### src/rtl/serial_subtractor_4bit.sv
// Bit-serial 4-bit subtractor: one full-subtractor cell, LSB first, four SHIFT cycles per operation.
// The registered results Diff/Bout/Zero/Ovf update once per operation, on the edge that enters FIN.
module serial_subtractor_4bit (
    input  logic       clk,
    input  logic       rst,
    input  logic       start,
    input  logic [3:0] A,
    input  logic [3:0] B,
    output logic [3:0] Diff,
    output logic       Bout,
    output logic       Zero,
    output logic       Ovf,
    output logic       busy,
    output logic       done,
    output logic [1:0] state_dbg
);

    // Handshake: start is sampled only in IDLE (ignored, not queued, otherwise);
    // busy covers SHIFT and FIN; done is a one-cycle pulse in FIN, when results are valid.
    typedef enum logic [1:0] {
        IDLE  = 2'd0,
        SHIFT = 2'd1,
        FIN   = 2'd2
    } state_t;

    state_t     state_q, state_d;
    logic [3:0] a_sh_q, b_sh_q;
    logic [3:0] res_q, res_d;
    logic       bw_q, bw_d;
    logic [1:0] cnt_q;
    logic [3:0] diff_q;
    logic       bout_q, zero_q, ovf_q;
    logic       a_bit, b_bit, d_bit;

    assign a_bit = a_sh_q[0];
    assign b_bit = b_sh_q[0];
    assign d_bit = a_bit ^ b_bit ^ bw_q;
    assign bw_d  = (~a_bit & b_bit) | (~(a_bit ^ b_bit) & bw_q);
    assign res_d = {d_bit, res_q[3:1]};

    always_ff @(posedge clk) begin
        if (rst) begin
            state_q <= IDLE;
        end else begin
            state_q <= state_d;
        end
    end

    always_comb begin
        state_d = state_q;
        busy    = 1'b0;
        done    = 1'b0;
        case (state_q)
            IDLE: begin
                if (start) state_d = SHIFT;
            end
            SHIFT: begin
                busy = 1'b1;
                if (cnt_q == 2'd3) state_d = FIN;
            end
            FIN: begin
                busy    = 1'b1;
                done    = 1'b1;
                state_d = IDLE;
            end
            default: state_d = IDLE;
        endcase
    end

    // Operand registers rotate rather than shift, so on the last SHIFT cycle bit 0
    // holds the captured MSB needed for the overflow flag.
    always_ff @(posedge clk) begin
        if (rst) begin
            a_sh_q <= 4'd0;
            b_sh_q <= 4'd0;
            res_q  <= 4'd0;
            bw_q   <= 1'b0;
            cnt_q  <= 2'd0;
            diff_q <= 4'd0;
            bout_q <= 1'b0;
            zero_q <= 1'b0;
            ovf_q  <= 1'b0;
        end else begin
            case (state_q)
                IDLE: begin
                    if (start) begin
                        a_sh_q <= A;
                        b_sh_q <= B;
                        res_q  <= 4'd0;
                        bw_q   <= 1'b0;
                        cnt_q  <= 2'd0;
                    end
                end
                SHIFT: begin
                    a_sh_q <= {a_sh_q[0], a_sh_q[3:1]};
                    b_sh_q <= {b_sh_q[0], b_sh_q[3:1]};
                    res_q  <= res_d;
                    bw_q   <= bw_d;
                    cnt_q  <= cnt_q + 2'd1;
                    if (cnt_q == 2'd3) begin
                        diff_q <= res_d;
                        bout_q <= bw_d;
                        zero_q <= (res_d == 4'd0);
                        ovf_q  <= (a_bit ^ b_bit) & (a_bit ^ d_bit);
                    end
                end
                default: ;
            endcase
        end
    end

    assign Diff      = diff_q;
    assign Bout      = bout_q;
    assign Zero      = zero_q;
    assign Ovf       = ovf_q;
    assign state_dbg = state_q;

endmodule

### config.mk
export PLATFORM = sky130hd
export DESIGN_NAME = serial_subtractor_4bit
export DESIGN_NICKNAME = d
export VERILOG_FILES = /design/src/rtl/serial_subtractor_4bit.sv
export SDC_FILE = /design/constraint.sdc
export NUM_CORES = 1
export LEC_CHECK = 0
export CORE_ASPECT_RATIO = 1.25
export CORE_UTILIZATION = 30
export CTS_CLUSTER_SIZE = 30
export DETAILED_ROUTE_END_ITERATION = 16
export DONT_BUFFER_PORTS = 1
export PLACE_DENSITY_LB_ADDON = 0.1
export SLEW_MARGIN = 25
export SYNTH_ARGS = -nofsm -noshare
export SYNTH_HDL_FRONTEND = slang
export SYNTH_SLANG_ARGS = --single-unit
export TNS_END_PERCENT = 10
### constraint.sdc
create_clock -name clk -period 2.72 [get_ports clk]
set_clock_uncertainty 0.15 [all_clocks]
set_input_delay 0.408 -clock clk [delete_from_list [all_inputs] [get_ports clk]]
set_output_delay 0.408 -clock clk [all_outputs]
set_load 0.03 [all_outputs]
# Word-level counts from Yosys, hierarchy flattened
# Cells that the tools add are included.
[totals] register_bits=24 output_inout_bits=11
[classes] n_addsub=1 n_eq_ne=5 mux=15 n_bitwise=9 reduce_logical=7
[op_table] operator="$pmux 4 s2" count=3
[op_table] operator="$mux 4" count=3
[op_table] operator="$pmux 2 s2" count=2
[op_table] operator="$mux 2" count=3
[op_table] operator="$reduce_and 2->1" count=3
[op_table] operator="$eq 2x2->1 const B" count=2
[op_table] operator="$logic_not 4->1" count=1
[op_table] operator="$ne 2x2->1 const B" count=2
[op_table] operator="$and 1x1->1" count=3
[op_table] operator="$mux 1" count=3
[op_table] operator="$xor 1x1->1" count=3
[op_table] operator="$add 2x1->2 const B" count=1
[op_table] operator="$eq 2x1->1 const B" count=1
[op_table] operator="$logic_not 2->1" count=1
[op_table] operator="$not 1->1" count=2
[op_table] operator="$pmux 1 s2" count=1
[op_table] operator="$reduce_bool 2->1" count=1
[op_table] operator="$reduce_or 2->1" count=1
[op_table] operator="$or 1x1->1" count=1

# Longest topological paths before layout
[logic_depth] ltp_word=5 mapped_depth=7 ltp_nobuf=5

# Least setup slack after synthesis
# No wires, ideal clock.
[synth_path] path_type="register to register" start="register state_q[0], in the netlist state_dbg[0]" end="register a_sh_q[0]" setup_time_ps=142 arrival_ps=1511 path_slack_ps=917 path_stages_with_launch=7 n_path_buf=1 path_cell_list="dfxtp_1 inv_1 ha_1 mux2_4 buf_12 nor2_2 a211oi_2"
[synth_via] elab_chain_cells=3
[synth_rtl] item="start, declared" line="26" rtl="state_t state_q, state_d;"
[synth_rtl] item="start signal, assigned" line="45" rtl="state_q <= state_d;"
[synth_rtl] item="$eq 2x1->1 or $logic_not 2->1 (tied branches)" line="84" rtl="case (state_q)"
[synth_rtl] item="$reduce_bool 2->1 (no line) or $ne 2x2->1 (tied branches)"
[synth_rtl] item="$reduce_and 2->1 (no line)"
[synth_rtl] item="end signal, assigned" line="95" rtl="a_sh_q <= {a_sh_q[0], a_sh_q[3:1]};"
[synth_rtl] item="end, declared" line="27" rtl="logic [3:0] a_sh_q, b_sh_q;"
# Parallel ways exist; a longest one is shown, timed or not.
# A chain may end at the register's enable or synchronous reset.

# Worst setup path in the final report
[layout_path] start="register state_q[0], in the netlist state_dbg[0]" end="output busy"
[layout_via] elab_chain_cells=3
[layout_rtl] item="$eq 2x1->1 or $eq 2x2->1 (tied branches)" line="53" rtl="case (state_q)"
[layout_rtl] item="$reduce_or 2->1 (no line) (*)"
[layout_rtl] item="$mux 1 (*)" line="53"
[layout_rtl] item="end, declared" line="13" rtl="output logic busy,"
# Mark *: on every way between the ends. The rest lies on a longest branch, timed or not.

==> out/results.md <==
| Quantity | Value |
| --- | --- |
| Clk slew on worst S/H paths | 0.08 ns |
| Routability-driven placement congestion ratio | 0.726 |
| Worst r2r dst | a_sh_q[1] |
| Final max-slew violation count | 0 |
| Crit. End Element | output port |
| Setup crit start | state_dbg[0] |
| Endpoint of the most critical setup path | busy |
| Net total in the final layout | 127 |
| Number of cell instances on the worst register-to-register path | 4 |
| Remaining max-slew budget at the tightest pin | 65.5% |
| Leakage | 0.424 nW |
| Floorplan die height | 69.7 microns |
| Crit path arrival time | 1.41 ns |
| CP required | 2.16 ns |
| Post-detailed-placement half-perimeter wirelength | 1.42 mm |
| Crit path time final | 1.97 ns |
| Sequential fraction of the synthesis area | 41.8% |
| Synth warnings | 0 |
| Vias in the first global route | 756 |
| Number of buffers added by the clock tree synthesis step | 3 |
| Class of the most critical hold timing path | in -> reg |
| Sink Count | 23 |
| Count of buffers inserted at the top-level ports | 0 |
| Syn Std Cell Area | 0.00110 sq mm |
| Remaining antenna violation count | 0 |
| # H-tree levels | 1 |
| Critical Setup Path Class | reg -> out |
| Start of the worst register-to-register path | state_dbg[0] |
| Synthesized instance count | 111 |
| Vias/cell | 4.97 |
| Non-filler instance count after layout | 148 |
| Power density normalized to cell area | 610 mW/mm^2 |
| Global-route wire length before repair | 3.44 mm |
| Max Cap Violations | 0 |
| Number of detailed-routing iterations run before antenna repair | 2 |
| Crit start category | flop |
| Initial Utilization | 31.6% |
| Buffer count from post-CTS setup fixing | 0 |
| N_diodes | 0 |
| Mean Syn Cell Area | 9.92 sq um |
| Synth-to-Final Area Change | 4.20% |
| Largest net degree at the start of global routing | 24 |
| Final routed DRC violation total | 0 |
| Number of endpoints with negative hold slack in the final report | 0 |
| Crit Path Max Fanout | 4 |
| Std-Cell Rows | 24 |
| Flip-flop and latch count after synthesis | 23 |
| Core footprint | 0.00348 sq mm |
| Clk buf depth | 2 |
| Quantity of gates resized following cts | 0 |
| Unique cell type count in the Yosys netlist | 28 |
| Worst-case hold slack | 0.0552 ns |
| Routed wire length per instance | 13.4 microns |
| Remaining global-route overflow | 0 |
| Register-to-register path setup slack | 0.76 ns |
| Total Die Area | 0.00392 sq mm |
| Share of layout cells above drive strength 1 | 14.7% |
| Overall routed net length | 1.98 mm |
| Highest Clock Rate | 0.509 GHz |
| Syn_nets | 128 |
| Number of placed cells counting well taps | 144 |
| Result of the run | completed |
| Worst-skew pair later-pin latency | 0.26 ns |
| Vias | 736 |
| Root buffer selected by CTS | clkbuf_8 |
| Initial antenna violation count | 0 |
| Maximum vdd drop | 200 uV |
| Final setup violation count | 0 |
| Global-route usage over all layers | 11.1% |
| Count of routing violations after the opening detailed-route iteration | 26 |
| Number of buffers inserted for hold repair after clock tree synthesis | 0 |
| Clock tree from TritonCTS | done |
| Io pins | 22 |
| Horiz. Die Dim | 56.2 microns |
| Start point of the worst hold path | rst |
| Least-Margin Pin Slew | 0.502 ns |
| Setup Total Neg Slack | 0 ns |
| Final period utilization | 72.2% |
| Setup repair after global routing missed its margin | no |
-- critical path, cell delays in order, from the launching register on --
cell and delay [ns]:
dfxtp_1 0.56, inv_1 0.12, ha_1 0.47
-- layer usage --
| layer | track usage (%) | vias to the layer above | wire (microns) |
|---|---|---|---|
| met1 | 13.6 | 337 | 889 |
| met2 | 18.0 | 14 | 970 |
| li1 | - | 381 | - |
| met5 | 0 | - | 0 |
| met4 | 4.88 | 0 | 23 |
| met3 | 2.99 | 4 | 94 |
-- per-stage QoR --
| stage | setup WS [ns] | power [mW] | area, sq um | utilization (%) |
|---|---|---|---|---|
| 2_1_floorplan | 0.917 | 0.496 | 1100 | - |
| 3_3_place_gp | 0.764 | 0.499 | 1100 | 31.6 |
| 3_5_place_dp | 0.725 | 0.502 | 1100 | 31.6 |
| 4_1_cts | 0.719 | 0.718 | 1150 | 32.9 |
| 5_1_grt | 0.583 | 0.742 | 1150 | 32.9 |
| 6_report | 0.755 | 0.700 | 1150 | 32.9 |
-- flip-flops by register name, indices dropped and copies added, names as in the netlist --
signal     flops
cnt_q          2
a_sh_q         4
Diff           4
b_sh_q         4
Zero           1
Ovf            1
state_dbg      2
res_q          3
Bout           1
bw_q           1
-- area by class of cell --
| type | instances | area [sq um] |
|---|---|---|
| Clock buffer | 4 | 45.0 |
| Fill cell | 376 | 2340 |
| Inverter | 5 | 18.8 |
| Multi-Input combinational cell | 76 | 567 |
| Sequential cell | 23 | 460 |
| Tap cell | 39 | 48.8 |
| Timing Repair Buffer | 1 | 7.51 |
-- layout by cell type (no fill, tap or decap), types with 2 or more instances in the layout --
| cell type | synthesis | layout |
|---|---|---|
| nor2_1 | 12 | 12 |
| a211oi_2 | 8 | 8 |
| mux2i_1 | 9 | 9 |
| a32oi_1 | 5 | 5 |
| nand2b_1 | 2 | 2 |
| clkbuf_8 | 0 | 3 |
| nor2_2 | 2 | 2 |
| nand2_1 | 12 | 12 |
| inv_1 | 5 | 5 |
| dfxtp_1 | 23 | 23 |
| a211oi_1 | 2 | 2 |
| ha_1 | 5 | 5 |
| a21oi_1 | 9 | 9 |
-- worst min path at each step --
stage	end	slack [ns]	cells past startpoint
final	b_sh_q[1]	0.06	1
after CTS	a_sh_q[3]	0.04	1
after global placement	cnt_q[0]	0.30	2
after global routing	a_sh_q[3]	0.03	1
after floorplan	cnt_q[0]	0.29	2
after detailed placement	cnt_q[0]	0.30	2
-- power by group --
| part | internal, mW | switching, mW | total [mW] |
|---|---|---|---|
| registers | 0.355 | 0.0176 | 0.372 |
| logic | 0.0515 | 0.0666 | 0.118 |
| clock network | 0.104 | 0.105 | 0.210 |
-- cell families (layout without fill, tap and decap cells) --
kind of cell	count (synthesis)	count (layout)	synth area share [%]
and+or+nand+nor	35	35	15.1
muxes	10	10	9.55
buffers and inverters	12	10	6.70
xor gates and xnor gates	1	1	0.796
AOI/OAI and AO/OA	24	24	18.5
adders and majority gates	6	6	7.50
DFF	23	23	41.8
-- cells in the mapped netlist, drive strengths merged --
cell type | count | area (sq um)
nand3b | 1 | 7.51
clkbuf | 2 | 7.51
nor2b | 1 | 6.26
nand2b | 2 | 12.5
a32oi | 5 | 43.8
nand2 | 13 | 56.3
buf | 5 | 47.5
nor2 | 14 | 57.6
fa | 1 | 20.0
inv | 5 | 18.8
mux2i | 9 | 90.1
mux2 | 1 | 15.0
nor4b | 1 | 8.76
and2 | 1 | 6.26
a21oi | 9 | 45.0
or3 | 1 | 6.26
nor3 | 1 | 5.00
a211oi | 10 | 115
dfxtp | 23 | 460
ha | 5 | 62.6
xor2 | 1 | 8.76
Note: power is estimated with default switching activity, not from simulation.
